--- src/rtl/ycbcr422_capture_packer.sv ---
// ycbcr422_capture_packer: RGB pixels -> YCbCr 4:2:2 words tagged {x_block, line}, one FIFO write per active pixel.
// Latency: o_fifo_wr 3 cycles after i_de is sampled high (4 cycles when CHROMA_AVG_EN is defined).
// Backpressure: never stalls the video path; a word meeting i_fifo_full is dropped, counted and flagged sticky.
module ycbcr422_capture_packer #(
    parameter int HALF_WIDTH = 640,
    parameter bit VSYNC_POL  = 1'b1
) (
    input  logic        i_clk_74M,
    input  logic        i_rst,
    input  logic        i_de,
    input  logic        i_vsync,
    input  logic [7:0]  i_r,
    input  logic [7:0]  i_g,
    input  logic [7:0]  i_b,
    input  logic        i_fifo_full,
    output logic [28:0] o_fifo_din,
    output logic        o_fifo_wr,
    output logic        o_overflow,
    output logic [15:0] o_drop_cnt
);

    typedef struct packed {
        logic [1:0]  xb;
        logic [10:0] line;
        logic        odd;
    } tag_t;

    localparam logic [13:0] XB1 = 14'(HALF_WIDTH);
    localparam logic [13:0] XB2 = 14'(2 * HALF_WIDTH);
    localparam logic [13:0] XB3 = 14'(3 * HALF_WIDTH);

    logic        de_d, vs_d, armed, blk3;
    logic [11:0] pixel_x;
    logic [10:0] line_cnt;
    logic        vs_act, de_rise, de_fall, vs_edge, blk3_cur, xb3;
    logic [11:0] cur_x;
    logic [13:0] cur_x14;
    tag_t        in_tag;

    // Edge detection and tag of the pixel currently on the inputs
    always_comb begin
        in_tag   = '0;
        vs_act   = (i_vsync == VSYNC_POL);
        de_rise  = i_de & ~de_d;
        de_fall  = ~i_de & de_d;
        vs_edge  = vs_act & ~vs_d;
        cur_x    = de_rise ? 12'd0 : pixel_x;
        cur_x14  = {2'b00, cur_x};
        // block 3 is sticky within a line so a wrapped pixel_x cannot fall back to block 0
        blk3_cur = de_rise ? 1'b0 : blk3;
        xb3      = blk3_cur | (cur_x14 >= XB3);
        in_tag.line = line_cnt;
        in_tag.odd  = cur_x[0];
        if (xb3)                  in_tag.xb = 2'd3;
        else if (cur_x14 >= XB2)  in_tag.xb = 2'd2;
        else if (cur_x14 >= XB1)  in_tag.xb = 2'd1;
        else                      in_tag.xb = 2'd0;
    end

    // Pixel/line counters and arming; the line counter runs even while disarmed
    always_ff @(posedge i_clk_74M) begin
        if (i_rst) begin
            de_d     <= 1'b0;
            vs_d     <= 1'b0;
            armed    <= 1'b0;
            blk3     <= 1'b0;
            pixel_x  <= 12'd0;
            line_cnt <= 11'd0;
        end else begin
            de_d <= i_de;
            vs_d <= vs_act;
            if (!i_de) armed <= 1'b1;
            if (i_de) begin
                pixel_x <= cur_x + 12'd1;
                blk3    <= xb3;
            end
            if (vs_edge)      line_cnt <= 11'd0;
            else if (de_fall) line_cnt <= line_cnt + 11'd1;
        end
    end

    // S1: register pixel and tag
    logic       s1_vld;
    logic [7:0] s1_r, s1_g, s1_b;
    tag_t       s1_tag;
    always_ff @(posedge i_clk_74M) begin
        s1_r   <= i_r;
        s1_g   <= i_g;
        s1_b   <= i_b;
        s1_tag <= in_tag;
        if (i_rst) s1_vld <= 1'b0;
        else       s1_vld <= i_de & armed;
    end

    function automatic logic signed [17:0] mul(input logic [7:0] k, input logic [7:0] v);
        return $signed({10'd0, k}) * $signed({10'd0, v});
    endfunction

    // S2: coefficient products (magnitudes; signs applied in the sums)
    logic              s2_vld;
    tag_t              s2_tag;
    logic signed [17:0] s2_yr, s2_yg, s2_yb, s2_br, s2_bg, s2_bb, s2_rr, s2_rg, s2_rb;
    always_ff @(posedge i_clk_74M) begin
        s2_tag <= s1_tag;
        s2_yr  <= mul(8'd66,  s1_r);
        s2_yg  <= mul(8'd129, s1_g);
        s2_yb  <= mul(8'd25,  s1_b);
        s2_br  <= mul(8'd38,  s1_r);
        s2_bg  <= mul(8'd74,  s1_g);
        s2_bb  <= mul(8'd112, s1_b);
        s2_rr  <= mul(8'd112, s1_r);
        s2_rg  <= mul(8'd94,  s1_g);
        s2_rb  <= mul(8'd18,  s1_b);
        if (i_rst) s2_vld <= 1'b0;
        else       s2_vld <= s1_vld;
    end

    function automatic logic [7:0] clamp8(input logic signed [17:0] sum, input logic signed [17:0] offs);
        logic signed [17:0] v;
        v = (sum >>> 8) + offs;
        if (v < 18'sd0)        return 8'd0;
        else if (v > 18'sd255) return 8'd255;
        else                   return v[7:0];
    endfunction

    // S3: sum with rounding constant, floor shift, offset and clamp
    logic       s3_vld;
    tag_t       s3_tag;
    logic [7:0] s3_y, s3_cb, s3_cr;
    always_ff @(posedge i_clk_74M) begin
        s3_tag <= s2_tag;
        s3_y   <= clamp8(s2_yr + s2_yg + s2_yb + 18'sd128, 18'sd16);
        s3_cb  <= clamp8(s2_bb - s2_br - s2_bg + 18'sd128, 18'sd128);
        s3_cr  <= clamp8(s2_rr - s2_rg - s2_rb + 18'sd128, 18'sd128);
        if (i_rst) s3_vld <= 1'b0;
        else       s3_vld <= s2_vld;
    end

    logic        pk_vld;
    logic [28:0] pk_word;

`ifdef CHROMA_AVG_EN
    function automatic logic [7:0] avg8(input logic [7:0] a, input logic [7:0] b);
        logic [8:0] s;
        s = {1'b0, a} + {1'b0, b} + 9'd1;
        return s[8:1];
    endfunction

    // S3b: one extra stage so an even pixel can see its odd partner still in S3
    logic       s3b_vld;
    tag_t       s3b_tag;
    logic [7:0] s3b_y, s3b_cb, s3b_cr, prev_cb;
    always_ff @(posedge i_clk_74M) begin
        s3b_tag <= s3_tag;
        s3b_y   <= s3_y;
        s3b_cb  <= s3_cb;
        s3b_cr  <= s3_cr;
        if (s3b_vld) prev_cb <= s3b_cb;
        if (i_rst) s3b_vld <= 1'b0;
        else       s3b_vld <= s3_vld;
    end

    // Even word averages Cr with the following odd pixel; odd word averages Cb with the preceding even one.
    // An even pixel with no odd pixel behind it (end of line) keeps its own Cr.
    logic [7:0] pk_c;
    always_comb begin
        pk_c = s3b_cr;
        if (s3b_tag.odd)                pk_c = avg8(prev_cb, s3b_cb);
        else if (s3_vld && s3_tag.odd)  pk_c = avg8(s3b_cr, s3_cr);
        pk_vld  = s3b_vld;
        pk_word = {s3b_tag.xb, s3b_tag.line, s3b_y, pk_c};
    end
`else
    // Co-sited decimation: even pixels carry Cr, odd pixels carry Cb
    always_comb begin
        pk_vld  = s3_vld;
        pk_word = {s3_tag.xb, s3_tag.line, s3_y, s3_tag.odd ? s3_cb : s3_cr};
    end
`endif

    // S4: present the word and write it, or drop and account for it when the FIFO is full
    always_ff @(posedge i_clk_74M) begin
        if (i_rst) begin
            o_fifo_din <= 29'd0;
            o_fifo_wr  <= 1'b0;
            o_overflow <= 1'b0;
            o_drop_cnt <= 16'd0;
        end else begin
            o_fifo_wr <= pk_vld & ~i_fifo_full;
            if (pk_vld) o_fifo_din <= pk_word;
            if (pk_vld && i_fifo_full) begin
                o_overflow <= 1'b1;
                if (o_drop_cnt != 16'hFFFF) o_drop_cnt <= o_drop_cnt + 16'd1;
            end
        end
    end

endmodule

--- config.mk ---
export PLATFORM = sky130hd
export DESIGN_NAME = ycbcr422_capture_packer
export DESIGN_NICKNAME = d
export VERILOG_FILES = /design/src/rtl/ycbcr422_capture_packer.sv
export SDC_FILE = /design/constraint.sdc
export NUM_CORES = 1
export LEC_CHECK = 0
export BUFFER_PORTS_ARGS = -buffer_cell sky130_fd_sc_hd__buf_4
export CAP_MARGIN = 15
export CELL_PAD_IN_SITES_DETAIL_PLACEMENT = 1
export CELL_PAD_IN_SITES_GLOBAL_PLACEMENT = 2
export CORE_AREA = 2 2 209 211
export CTS_CLUSTER_DIAMETER = 150
export CTS_CLUSTER_SIZE = 20
export DETAILED_ROUTE_END_ITERATION = 10
export DIE_AREA = 0 0 211 213
export PLACE_DENSITY_LB_ADDON = 0.1
export RECOVER_POWER = 50
export SLEW_MARGIN = 20
export SYNTH_ARGS = -nofsm -noshare
export SYNTH_HDL_FRONTEND = slang
export SYNTH_SLANG_ARGS = --single-unit
--- constraint.sdc ---
create_clock -name i_clk_74M -period 6.5 [get_ports i_clk_74M]
set_clock_uncertainty 0.1 [all_clocks]
set_input_delay 1.3 -clock i_clk_74M [delete_from_list [all_inputs] [get_ports i_clk_74M]]
set_output_delay 1.3 -clock i_clk_74M [all_outputs]
set_load 0.005 [all_outputs]
==> flow_summary_export.csv <==
group,metric,value,unit
global_routing,grt_pass1_vias,10240,
floorplanning,die_w,211,microns
placement,port-buffer-count,75,
global_routing,grt_overflow,0,
clock_tree,holdBufCountCts,0,
drt,dr.pass1.iters,4,
finish,stdcell_area,16460,sq um
synth,synth_top_cell_by_area,"dfxtp_1",
timing,hold_viol,0,
floorplanning,start_util,0.3471,
critical_path,endpoint_kind,"register",
timing,rsz0062_at_grt,"false",
status,violations,"max-capacitance violations, max-slew violations",
synth,synth_ff_type,"dfxtp_1",
job,drv_cap,1,
global_routing,grt_max_degree,63,
timing,relSlewSlack,-0.9607,
synth,synthCells,1444,
synth,synth_top_area_share,0.3701,
drt,first_iter_violations,227,
timing,tns,0,ns
clock_tree,insertion_delay,0.52,ns
synth,synth.distinct_cells,58,
critical_path,crit_arrival,4.51,ns
power_and_ir_drop,power.density,465.6,nW/um^2
synth,synth.most_common_cell,"dfxtp_1",
power_and_ir_drop,peakVddDrop,0.2240,mV
global_routing,antenna_found_initial,1,
synth,synth.net_count,1787,
critical_path,critical_path.cell_chain,"inv_1 -> fa_1 -> inv_1 -> fa_1 -> ha_1 -> a2111oi_0 -> o21ai_1 -> o22ai_2 -> nor2_1 -> nor2_1 -> xnor2_1 -> ha_1 -> nand2_1 -> mux2i_2 -> nand3b_4 -> mux2i_4 -> a21oi_1",
floorplanning,core-area,42700,sq um
finish,syn2layout_area_growth,11.09,%
timing,timing.final.crit_share,0.6506,
synth,synthTopCellsByCount,"274 x dfxtp_1, 237 x ha_1, 236 x inv_1",
floorplanning,die_h,213,microns
synth,netlist_top_cells_area,"dfxtp_1 37%, ha_1 20%, fa_1 10%, inv_1 6.0%, xnor2_1 3.6%",
clock_tree,cts_buffer_depth,3,
clock_tree,cts_resized,0,
finish,layout.nets,1868,
drt,drcViolationCount,0,
clock_tree,ctsRootBufferMaster,"clkbuf_16",
floorplanning,ios,76,
placement,dpl-instance-area,16030,sq um
drt,num_vias,9592,
timing,fin_ws,2.271,ns
drt,ant_nets,0,
critical_path,cp_slowest_cell,"a2111oi_0",
clock_tree,cts_tree,"built",
global_routing,grt_pass1_wl,55.59,mm
synth,ys_warn_count,0,
critical_path,path_max_fanout,6,
status,run_status,"complete, but fails checks",
drt,wire_per_inst,16.48,microns
synth,synth.yosys.seq_area_share,0.3701,
synth,synthesis.area,14820,sq um
floorplanning,die_area,44940,sq um
placement,dp_slack,2.317,ns
timing,worst_pin_slew,2.941,ns
timing,hold_ws,0.2285,ns
timing,min_period,4.229,ns
synth,synth_area_per_cell,10.26,sq um
timing,drv_slew,63,
critical_path,worstSetupPathType,"register to register",
critical_path,cp.required,6.78,ns
placement,hpwl,27.84,mm
clock_tree,numCtsBuffers,17,
clock_tree,clock-sinks,274,
synth,ys_ff_latch,274,
synth,synth-edff-count,0,
floorplanning,num_rows,76,
critical_path,critPathMaxStageDelay,0.51,ns
synth,async_flop_share,0,
hold_path,hp-class,"register to register",
power_and_ir_drop,cellLeakagePower,7.893,nW
timing,setup_viol,0,
global_routing,grt.total_usage,0.1577,
power_and_ir_drop,total_power,7.665,mW
timing,max_freq,236.5,MHz
drt,wirelength,34.14,mm
clock_tree,post-cts-setup-buffer-count,0,
clock_tree,clk_pin_slew,0.09,ns
drt,viasPerCell,4.629,
critical_path,start_kind,"register",
clock_tree,cts_max_level,1,
placement,routabilityCongestion,0.7706,
finish,drive_above_1_share,0.07410,
==> cell usage in the layout, fill, tap and decap left out, drive strengths merged, types with 23 or more instances in the layout <==
| cell | count |
|---|---|
| o21ai | 38 |
| nor2 | 99 |
| clkbuf | 43 |
| inv | 237 |
| a21o | 23 |
| dfxtp | 274 |
| nand2 | 47 |
| xnor2 | 62 |
| a21oi | 89 |
| ha | 237 |
| xor2 | 48 |
| mux2i | 36 |
| fa | 77 |
| buf | 51 |
==> layout make-up <==
cell class	instances	area (sq um)
antenna	1	2.502
sequential	274	5487
clock inverter	2	17.52
inverter	236	885.9
timing repair buffer	77	570.5
clock buffer	17	425.4
multi-input combinational	919	8392
tap	546	683.2
fill	4781	26230
==> through the flow <==
stage | utilization | std cells
3_5_place_dp | 0.3753 | 2052
2_1_floorplan | - | 1444
5_1_grt | 0.3855 | 2071
4_1_cts | 0.3857 | 2071
3_3_place_gp | 0.3753 | 2052
6_report | 0.3856 | 2072
==> power breakdown <==
part           internal, mW  total, mW  switching [mW]  leakage, nW
combinational          1.87       4.49            2.61         5.41
sequential             1.98       2.13           0.149         2.27
clock                 0.475       1.05           0.574        0.218
==> critical path: cells and delay by family, from the launching register on <==
| kind | cells | cell delay, ns |
|---|---|---|
| buf+inv | 2 | 0.13 |
| simple gates | 4 | 0.40 |
| fa+ha+maj | 4 | 1.42 |
| mux | 2 | 0.55 |
| flops | 1 | 0.32 |
| xor+xnor | 1 | 0.13 |
| compound gates | 4 | 1.05 |
==> per-layer routing <==
layer	up-vias	track usage	part of all wire
li1	4895	-	-
met1	4600	0.2086	0.48
met2	74	0.2772	0.49
met3	23	0.02118	0.023
met4	0	0.02817	0.014
met5	-	0	0
==> state kept, by name, indices dropped and copies added, names as in the netlist, 14 cells and up <==
name,flops
s1_tag,14
s2_yg,16
o_drop_cnt,16
s2_tag,14
o_fifo_din,29
==> path summary, 6_finish.rpt <==
path         startpoint         to  slack, ns  cells past startpoint
max            s2_yr[6]    s3_y[6]       2.27                     17
max reg2reg    s2_yr[6]    s3_y[6]       2.27                     17
min reg2reg   s1_tag[4]  s2_tag[4]       0.23                      0
min           s1_tag[4]  s2_tag[4]       0.23                      0
==> cells by family after synthesis <==
| logic type | count (synthesis) | synth area share |
|---|---|---|
| and+or+nand+nor | 246 | 0.07886 |
| xor gates and xnor gates | 110 | 0.06628 |
| DFF | 274 | 0.3701 |
| buffers and inverters | 251 | 0.06358 |
| muxes | 36 | 0.02541 |
| adders and majority gates | 314 | 0.3041 |
| AOI/OAI and AO/OA | 213 | 0.09161 |
Note: power is estimated with default switching activity, not from simulation.
